## src/rtl/cla_adder_pipe_if.sv

```systemverilog
// cla_adder_pipe_if: operand/result valid-ready bundle for the pipelined CLA adder
interface cla_adder_pipe_if #(parameter int WIDTH = 32);
  logic in_valid, in_ready, cin, sub, out_valid, out_ready, cout, ovf;
  logic [WIDTH-1:0] ain, bin, sum;
  modport master(output in_valid, ain, bin, cin, sub, out_ready, input in_ready, out_valid, sum, cout, ovf);
  modport slave(input in_valid, ain, bin, cin, sub, out_ready, output in_ready, out_valid, sum, cout, ovf);
endinterface

```

## src/rtl/cla_adder_pipe.sv

```systemverilog
// cla_adder_pipe: WIDTH-bit add/sub, one 8-bit carry-lookahead segment resolved per pipeline stage
module cla_adder_pipe #(parameter int WIDTH = 32) (
  input logic clk,
  input logic rst,
  cla_adder_pipe_if.slave bus
);
  localparam int NSEG = WIDTH / 8;
  logic [WIDTH-1:0] a_q [NSEG], a_d [NSEG], b_q [NSEG], b_d [NSEG], s_q [NSEG], s_d [NSEG];
  logic [WIDTH-1:0] pa [NSEG], pb [NSEG], ps [NSEG];
  logic [NSEG-1:0] vld_q, vld_d, c_q, c_d, v_q, v_d, pc, pv;
  logic [9:0] r;
  logic advance;
  // returns {carry out, carry into bit 7, sum}; the recurrence flattens into lookahead terms
  function automatic logic [9:0] cla8(input logic [7:0] a, input logic [7:0] b, input logic ci);
    logic [7:0] p, g;
    logic [8:0] c;
    p = a ^ b;
    g = a & b;
    c[0] = ci;
    for (int i = 0; i < 8; i++) c[i+1] = g[i] | (p[i] & c[i]);
    return {c[8], c[7], p ^ c[7:0]};
  endfunction
  always_comb begin
    r = '0;
    advance = !vld_q[NSEG-1] | bus.out_ready;
    pa[0] = bus.ain;
    pb[0] = bus.sub ? ~bus.bin : bus.bin;
    pc[0] = bus.sub | bus.cin;
    ps[0] = '0;
    pv[0] = bus.in_valid;
    for (int k = 1; k < NSEG; k++) begin
      pa[k] = a_q[k-1];
      pb[k] = b_q[k-1];
      pc[k] = c_q[k-1];
      ps[k] = s_q[k-1];
      pv[k] = vld_q[k-1];
    end
    for (int k = 0; k < NSEG; k++) begin
      r = cla8(pa[k][8*k +: 8], pb[k][8*k +: 8], pc[k]);
      a_d[k] = pa[k];
      b_d[k] = pb[k];
      s_d[k] = ps[k];
      s_d[k][8*k +: 8] = r[7:0];
      c_d[k] = r[9];
      v_d[k] = r[9] ^ r[8];
      vld_d[k] = pv[k];
    end
  end
  always_ff @(posedge clk or posedge rst)
    if (rst) begin
      vld_q <= '0;
      c_q <= '0;
      v_q <= '0;
      for (int k = 0; k < NSEG; k++) begin
        a_q[k] <= '0;
        b_q[k] <= '0;
        s_q[k] <= '0;
      end
    end else if (advance) begin
      vld_q <= vld_d;
      c_q <= c_d;
      v_q <= v_d;
      a_q <= a_d;
      b_q <= b_d;
      s_q <= s_d;
    end
  assign bus.in_ready = advance;
  assign bus.out_valid = vld_q[NSEG-1];
  assign bus.sum = s_q[NSEG-1];
  assign bus.cout = c_q[NSEG-1];
  assign bus.ovf = v_q[NSEG-1];
endmodule

```

## src/flat_wrapper.sv

```systemverilog
// flat-port wrapper written by rule: the top's interface ports become plain ports
module cla_adder_pipe_flat 
#(parameter int WIDTH = 32)
  (clk, rst, bus_in_valid, bus_ain, bus_bin, bus_cin, bus_sub, bus_out_ready, bus_in_ready, bus_out_valid, bus_sum, bus_cout, bus_ovf);
  cla_adder_pipe_if #(.WIDTH(WIDTH)) bus_i ();
  input logic clk;
  input logic rst;
  input wire logic [$bits(bus_i.in_valid)-1:0] bus_in_valid;
  input wire logic [$bits(bus_i.ain)-1:0] bus_ain;
  input wire logic [$bits(bus_i.bin)-1:0] bus_bin;
  input wire logic [$bits(bus_i.cin)-1:0] bus_cin;
  input wire logic [$bits(bus_i.sub)-1:0] bus_sub;
  input wire logic [$bits(bus_i.out_ready)-1:0] bus_out_ready;
  output wire logic [$bits(bus_i.in_ready)-1:0] bus_in_ready;
  output wire logic [$bits(bus_i.out_valid)-1:0] bus_out_valid;
  output wire logic [$bits(bus_i.sum)-1:0] bus_sum;
  output wire logic [$bits(bus_i.cout)-1:0] bus_cout;
  output wire logic [$bits(bus_i.ovf)-1:0] bus_ovf;
  assign bus_i.in_valid = bus_in_valid;
  assign bus_i.ain = bus_ain;
  assign bus_i.bin = bus_bin;
  assign bus_i.cin = bus_cin;
  assign bus_i.sub = bus_sub;
  assign bus_i.out_ready = bus_out_ready;
  assign bus_in_ready = bus_i.in_ready;
  assign bus_out_valid = bus_i.out_valid;
  assign bus_sum = bus_i.sum;
  assign bus_cout = bus_i.cout;
  assign bus_ovf = bus_i.ovf;
  cla_adder_pipe #(.WIDTH(WIDTH)) u_core (.clk(clk), .rst(rst), .bus(bus_i));
endmodule
```

## config.mk

```make
export PLATFORM = sky130hd
export DESIGN_NAME = cla_adder_pipe_flat
export DESIGN_NICKNAME = d
export VERILOG_FILES = /design/src/rtl/cla_adder_pipe_if.sv /design/src/rtl/cla_adder_pipe.sv /design/src/flat_wrapper.sv
export SDC_FILE = /design/constraint.sdc
export NUM_CORES = 1
export LEC_CHECK = 0
export ABC_CLOCK_PERIOD_IN_PS = 9600
export BUFFER_PORTS_ARGS = -buffer_cell sky130_fd_sc_hd__buf_2
export CAP_MARGIN = 25
export CELL_PAD_IN_SITES_DETAIL_PLACEMENT = 0
export CELL_PAD_IN_SITES_GLOBAL_PLACEMENT = 1
export CORE_MARGIN = 4
export CORE_UTILIZATION = 41
export DETAILED_ROUTE_END_ITERATION = 10
export PLACE_DENSITY_LB_ADDON = 0.1
export SLEW_MARGIN = 40
export SYNTH_ARGS = -nofsm -noshare
export SYNTH_HDL_FRONTEND = slang
export SYNTH_SLANG_ARGS = --single-unit
```

## constraint.sdc

```tcl
create_clock -name clk -period 9.6 [get_ports clk]
set_input_delay 0.96 -clock clk [delete_from_list [all_inputs] [get_ports clk]]
set_output_delay 0.96 -clock clk [all_outputs]
set_load 0.03 [all_outputs]
```

; Yosys cells after proc, flatten, opt, wreduce, memory -nomap -nowiden
; Cells that the tools add are included.
[totals]
register_bits = 284
[classes]
n_mux = 1
bitwise = 83
reduce_logical = 1
[ops]
columns = operator, n
row1 = 8-bit bitwise XOR, 8
row2 = 1-bit bitwise OR, 34
row3 = 1-bit bitwise AND, 32
row4 = 8-bit bitwise AND, 4
row5 = 32-bit two-way mux, 1
row6 = 32-bit NOT, 1
row7 = 1-bit bitwise XOR, 4
row8 = 1-bit logical NOT, 1

; Logic depth before layout (Yosys ltp)
[depth]
depth_word = 20
depth_mapped = 13
depth_no_buf = 13

; Worst setup path before layout
; OpenSTA, ideal clock, no wires.
[synth_timing]
path_kind = input port to flip-flop
from = input bus_sub
to = register u_core.s_q (netlist bit u_core.ps[71])
arrival_ns = 5.052
required_ns = 9.475
setup_slack_ns = 4.424
stages = 13
cell_sequence = buf_2 > buf_2 > nor2_1 > fa_1 > fa_1 > fa_1 > fa_1 > fa_1 > fa_1 > fa_1 > inv_1 > fa_1 > mux2_2
[synth_lines]
columns = element, line_no
row1 = from (decl), flat_wrapper.sv:12  ; input wire logic [$bits(bus_i.sub)-1:0] bus_sub;
row2 = "to (signal, indexed assignment)", cla_adder_pipe.sv:57  ; s_q[k] <= '0;
row3 = to (signal assigned), cla_adder_pipe.sv:65  ; s_q <= s_d;
row4 = to (decl), cla_adder_pipe.sv:8  ; logic [WIDTH-1:0] a_q [NSEG], a_d [NSEG], b_q [NSEG], b_d [NSEG], s_q [NSEG], s_d [NSEG];

==> results <==
- The share of the Yosys chip area taken by registers is 0.551.
- The initialized floorplan defines 52 standard-cell rows.
- The maximum root-to-sink buffer count is 2.
- For the worst flop-to-flop path, the logic depth is 12.
- After filler insertion, the fill cell instance count of the layout stands at about 1800.
- The maximum fanout encountered on the critical timing path is 33.
- The slew at the pin closest to its max-slew limit is 0.827 ns.
- In this run the clock root is driven by a sky130_fd_sc_hd__clkbuf_16.
- The starting density of the core is 0.417.
- The number of buffers inserted during clock tree synthesis is 17.
- The final route contains 4133 vias.
- The achievable frequency is 0.199 GHz.
- The detail route stage leaves a number of antenna-violating nets equal to 0.
- The chip height is between 150 and 200 um.
- The number of resized instances in the post-cts repair step is 0.
- The critical path arrival is around 5.3 ns.
- The area of the core is 20200 sq um.
- The finished layout holds 893 standard cells, fillers aside.
- The reported max-cap violation count is 0.
- The share of the synthesized area in compound gates (AO/OA/AOI/OAI) is 0.00834.
- The fraction of layout instances using a drive strength above 1 is 0.493.
- Of the total synthesized cell area, the portion taken by AND, OR, NAND and NOR gates is 0.0144.
- The switching power is 1070 uW.
- The combinational family with the most area after synthesis is multiplexers.
- The capture endpoint of the worst hold path is u_core.vld_q[3]$_DFFE_PP0P_.
- The final total negative setup slack is 0 ns.
- The weighted congestion reported at the end of routability-driven placement is 0.706.
- The net count of the mapped netlist is 610.
- The final HPWL from detailed placement is 9140 um.
- The count of hold-fix buffers inserted at cts is 0.
- The terminus of the critical flop-to-flop path is u_core.ps[47]$_DFFE_PP0P_.
- The wire length of the first global-routing pass is about 23000 um.
- The later pin in the worst-skew pair is clocked with a latency of 0.42 ns.
- Registers take 4630 sq um.
- Each instance of the synthesized netlist takes up on average 16.5 sq um.
- The number of global-route vias before repair is 4555.
- Setup repair after global routing left no endpoint under its margin.
- During I/O placement, the number of pins put on the boundary was 106.
- The count of antenna diodes in the layout is 0.
- Traced cell by cell, the critical path runs through buf_4 > xnor2_1 > fa_1 > fa_1 > fa_1 > fa_1 > fa_1 > fa_1 > fa_1 > inv_1 > fa_1 > mux2_2.
- Of the total synthesized cell area, the portion taken by XOR and XNOR cells is 0.0344.
- The switching share of power is 0.318.
- STA classifies the critical path startpoint as an input pin.
- The total placed cells including tap cells is 861.
- The number of pins exceeding their max-slew limit in the final report is 0.
- The count of TritonRoute iterations in the first routing pass is 4.
- For this block, the initial DRC count from the detailed router was 131.
- The via density per instance is 4.63.
- The number of hold-slack violations in the final timing report is 0.
- Counting I/O delays and the setup requirement, the final critical path takes approximately 5.0 ns.
- In the routed design, unresolved DRC markers number 0.
- The count of buffers inserted at the top-level ports is 105.
- The startpoint of the tightest hold check path is u_core.vld_q[2]$_DFFE_PP0P_.
- Dividing the final minimum period by the clock period gives 0.524.
- Clock-pin slew was measured on the worst setup and hold paths at 0.07 ns.
- The worst-case vdd ir drop is 0.134 mV.
- Cell internal power was estimated by the tool at ~2300 uW.
- The combinational share of power is 0.385.
- Data on the critical path is required at its endpoint by 9.90 ns.
- The clock skew after layout is 0.00940 ns.
- The number of buffers and inverters on the critical path is 2.
- The per-cell routed wire length is 16.0 um.
- The area occupied by multi-input gates is 3450 sq um.
- The path class of the lowest-slack min-delay path is flop to flop.
- Summing every instance area after synthesis gives roughly 8400 sq um.
- The endpoint class of the critical path is a flop.
- The portion of total power attributed to the clock network is 0.216.
- The number of buffers inserted by post-CTS setup repair is 0.
- The die area is 22900 sq um.
- The final layout net count is 712.
- Dividing total power by cell area gives a power density of 346 nW/um^2.
- The clock tree from TritonCTS is yes.
- The most common cell after layout, fill and taps aside is sky130_fd_sc_hd__dfrtp_1.
- The multiplexer area fraction after synthesis is 0.276.
- In the global route stage, overall resource usage came out at 0.132.
- The startpoint identified for the worst register-to-register timing path is u_core.c_q[0]$_DFFE_PP0P_.
- The cell family with the largest share of critical-path delay is adder cells.
- The number of antenna violations at the first check in global routing was 1.
- The number of cells on the worst hold path is 1.
- Setup violations remaining at the end of the flow were counted as 0.
- The number of warnings printed during yosys synthesis is 0.
- The number of different library cells in the post-synthesis netlist is 16.
- The clock sink count is ~190.
- The worst slew margin relative to its limit is 0.449.
- The total power consumption of the routed design is around 3400 uW.
- The overflow left after global routing is 0.
- For flop-to-flop paths, the worst setup slack is 5.58 ns.
- The pin count of the biggest net entering global routing is roughly 110.
- The growth of design area from synthesis to finish is 15.9%.
- The share of total power dissipated in sequential elements is 0.400.
- The largest incremental delay on the critical path is around 0.5 ns.
- The adder-cell share of the synthesized area is 0.0762.
- The critical path is of the input pin to flop type.
- Synthesis produced 508 cells.
- The cell with the most instances on the worst path is sky130_fd_sc_hd__fa_1.
- The width of the die is 151 um.
- Leaving out fill and tap cells, the most frequent cells in the layout are sky130_fd_sc_hd__dfrtp_1 (185), sky130_fd_sc_hd__mux2_4 (110), sky130_fd_sc_hd__buf_2 (104).
- The run finished with clean final reports.
- The routed design has approximately 14000 um of wire.
- The cell with the largest stage delay on the worst path is sky130_fd_sc_hd__buf_4.
- The H-tree generated during clock tree synthesis spans 4 levels.
- The leakage power is 0.00464 uW.
- The synthesis-stage register bit count is 185.
-- logic make-up (layout without fill, tap and decap cells) --
| kind of cell | count (synthesis) | in the layout |
|---|---|---|
| flops | 185 | 185 |
| mux | 170 | 170 |
| buf+inv | 57 | 172 |
| xor+xnor | 33 | 33 |
| fa+ha+maj | 32 | 32 |
| simple gates | 17 | 17 |
| compound gates | 14 | 14 |
-- synth_stat cells, drive strengths merged --
cell type | instances | area [sq um]
nand2b | 2 | 12.5
xor2 | 23 | 201
a21oi | 14 | 70.1
nor3b | 14 | 105
inv | 30 | 113
fa | 32 | 641
buf | 25 | 213
nor2 | 1 | 3.75
dfrtp | 185 | 4630
xnor2 | 10 | 87.6
mux2i | 4 | 40.0
clkbuf | 2 | 7.51
mux2 | 166 | 2280
-- worst max-delay path by stage --
| stage | cells after the start | slack [ns] | from | to |
|---|---|---|---|---|
| floorplan | 1 | 3.61 | rst | u_core.a_d[24]$_DFFE_PP0P_ |
| global route | 12 | 4.34 | bus_sub | u_core.ps[71]$_DFFE_PP0P_ |
| finish | 12 | 4.57 | bus_sub | u_core.ps[71]$_DFFE_PP0P_ |
| global placement | 12 | 3.79 | bus_sub | u_core.ps[71]$_DFFE_PP0P_ |
| detailed placement | 12 | 4.05 | bus_sub | u_core.ps[71]$_DFFE_PP0P_ |
| CTS | 12 | 4.52 | bus_sub | u_core.ps[71]$_DFFE_PP0P_ |
-- layer usage --
| layer | share of wire | track usage | vias up | routed length, um |
|---|---|---|---|---|
| met5 | 0.00091 | 0 | - | 13 |
| met4 | 0.015 | 0.0449 | 2 | 212 |
| met3 | 0.053 | 0.0371 | 19 | 762 |
| met2 | 0.45 | 0.188 | 80 | 6370 |
| met1 | 0.48 | 0.193 | 2123 | 6900 |
| li1 | - | - | 1909 | - |
-- per-stage QoR --
stage / setup WS [ns] / instance area, sq um / hold slack, ns / util
after floorplan: 3.61 / 8410 / 0.430 / -
after global placement: 3.79 / 9090 / 0.440 / 0.451
after detailed placement: 4.05 / 9120 / 0.461 / 0.452
after CTS: 4.52 / 9740 / 0.482 / 0.483
after global routing: 4.34 / 9750 / 0.494 / 0.483
final: 4.57 / 9750 / 0.482 / 0.483
-- power by group through the flow --
stage / Clock, uW / Sequential [uW] / Combinational [uW]
after floorplan: 0 / 1450 / 943
after global placement: 0 / 1350 / 1290
after detailed placement: 0 / 1370 / 1320
after CTS: 754 / 1360 / 1330
after global routing: 783 / 1400 / 1420
final: 728 / 1350 / 1300
-- sequential cells by signal, indices dropped and copies added (netlist names) --
signal and flops:
u_core.c_q 4, u_core.ps 48, u_core.a_d 48, u_core.vld_q 4, u_core.b_d 48, u_core.bus.sum 32
u_core.v_q 1
-- worst register-to-register path, stage by stage (launching register included) --
cell and delay (ns):
sky130_fd_sc_hd__dfrtp_1 0.39, sky130_fd_sc_hd__inv_1 0.09, sky130_fd_sc_hd__fa_1 0.17, sky130_fd_sc_hd__inv_1 0.05, sky130_fd_sc_hd__fa_1 0.38, sky130_fd_sc_hd__fa_1 0.40
sky130_fd_sc_hd__fa_1 0.48, sky130_fd_sc_hd__fa_1 0.46, sky130_fd_sc_hd__fa_1 0.48, sky130_fd_sc_hd__fa_1 0.43, sky130_fd_sc_hd__inv_1 0.09, sky130_fd_sc_hd__fa_1 0.39
sky130_fd_sc_hd__a21oi_1 0.12
-- final cells by class --
type,instances,area share
Multi-Input combinational cell,266,0.354
Tap cell,270,0.0347
Clock buffer,20,0.0469
Timing Repair Buffer,110,0.0597
Clock inverter,12,0.0168
Inverter,30,0.0128
Sequential cell,185,0.475
Power figures use the tool's default switching activity.
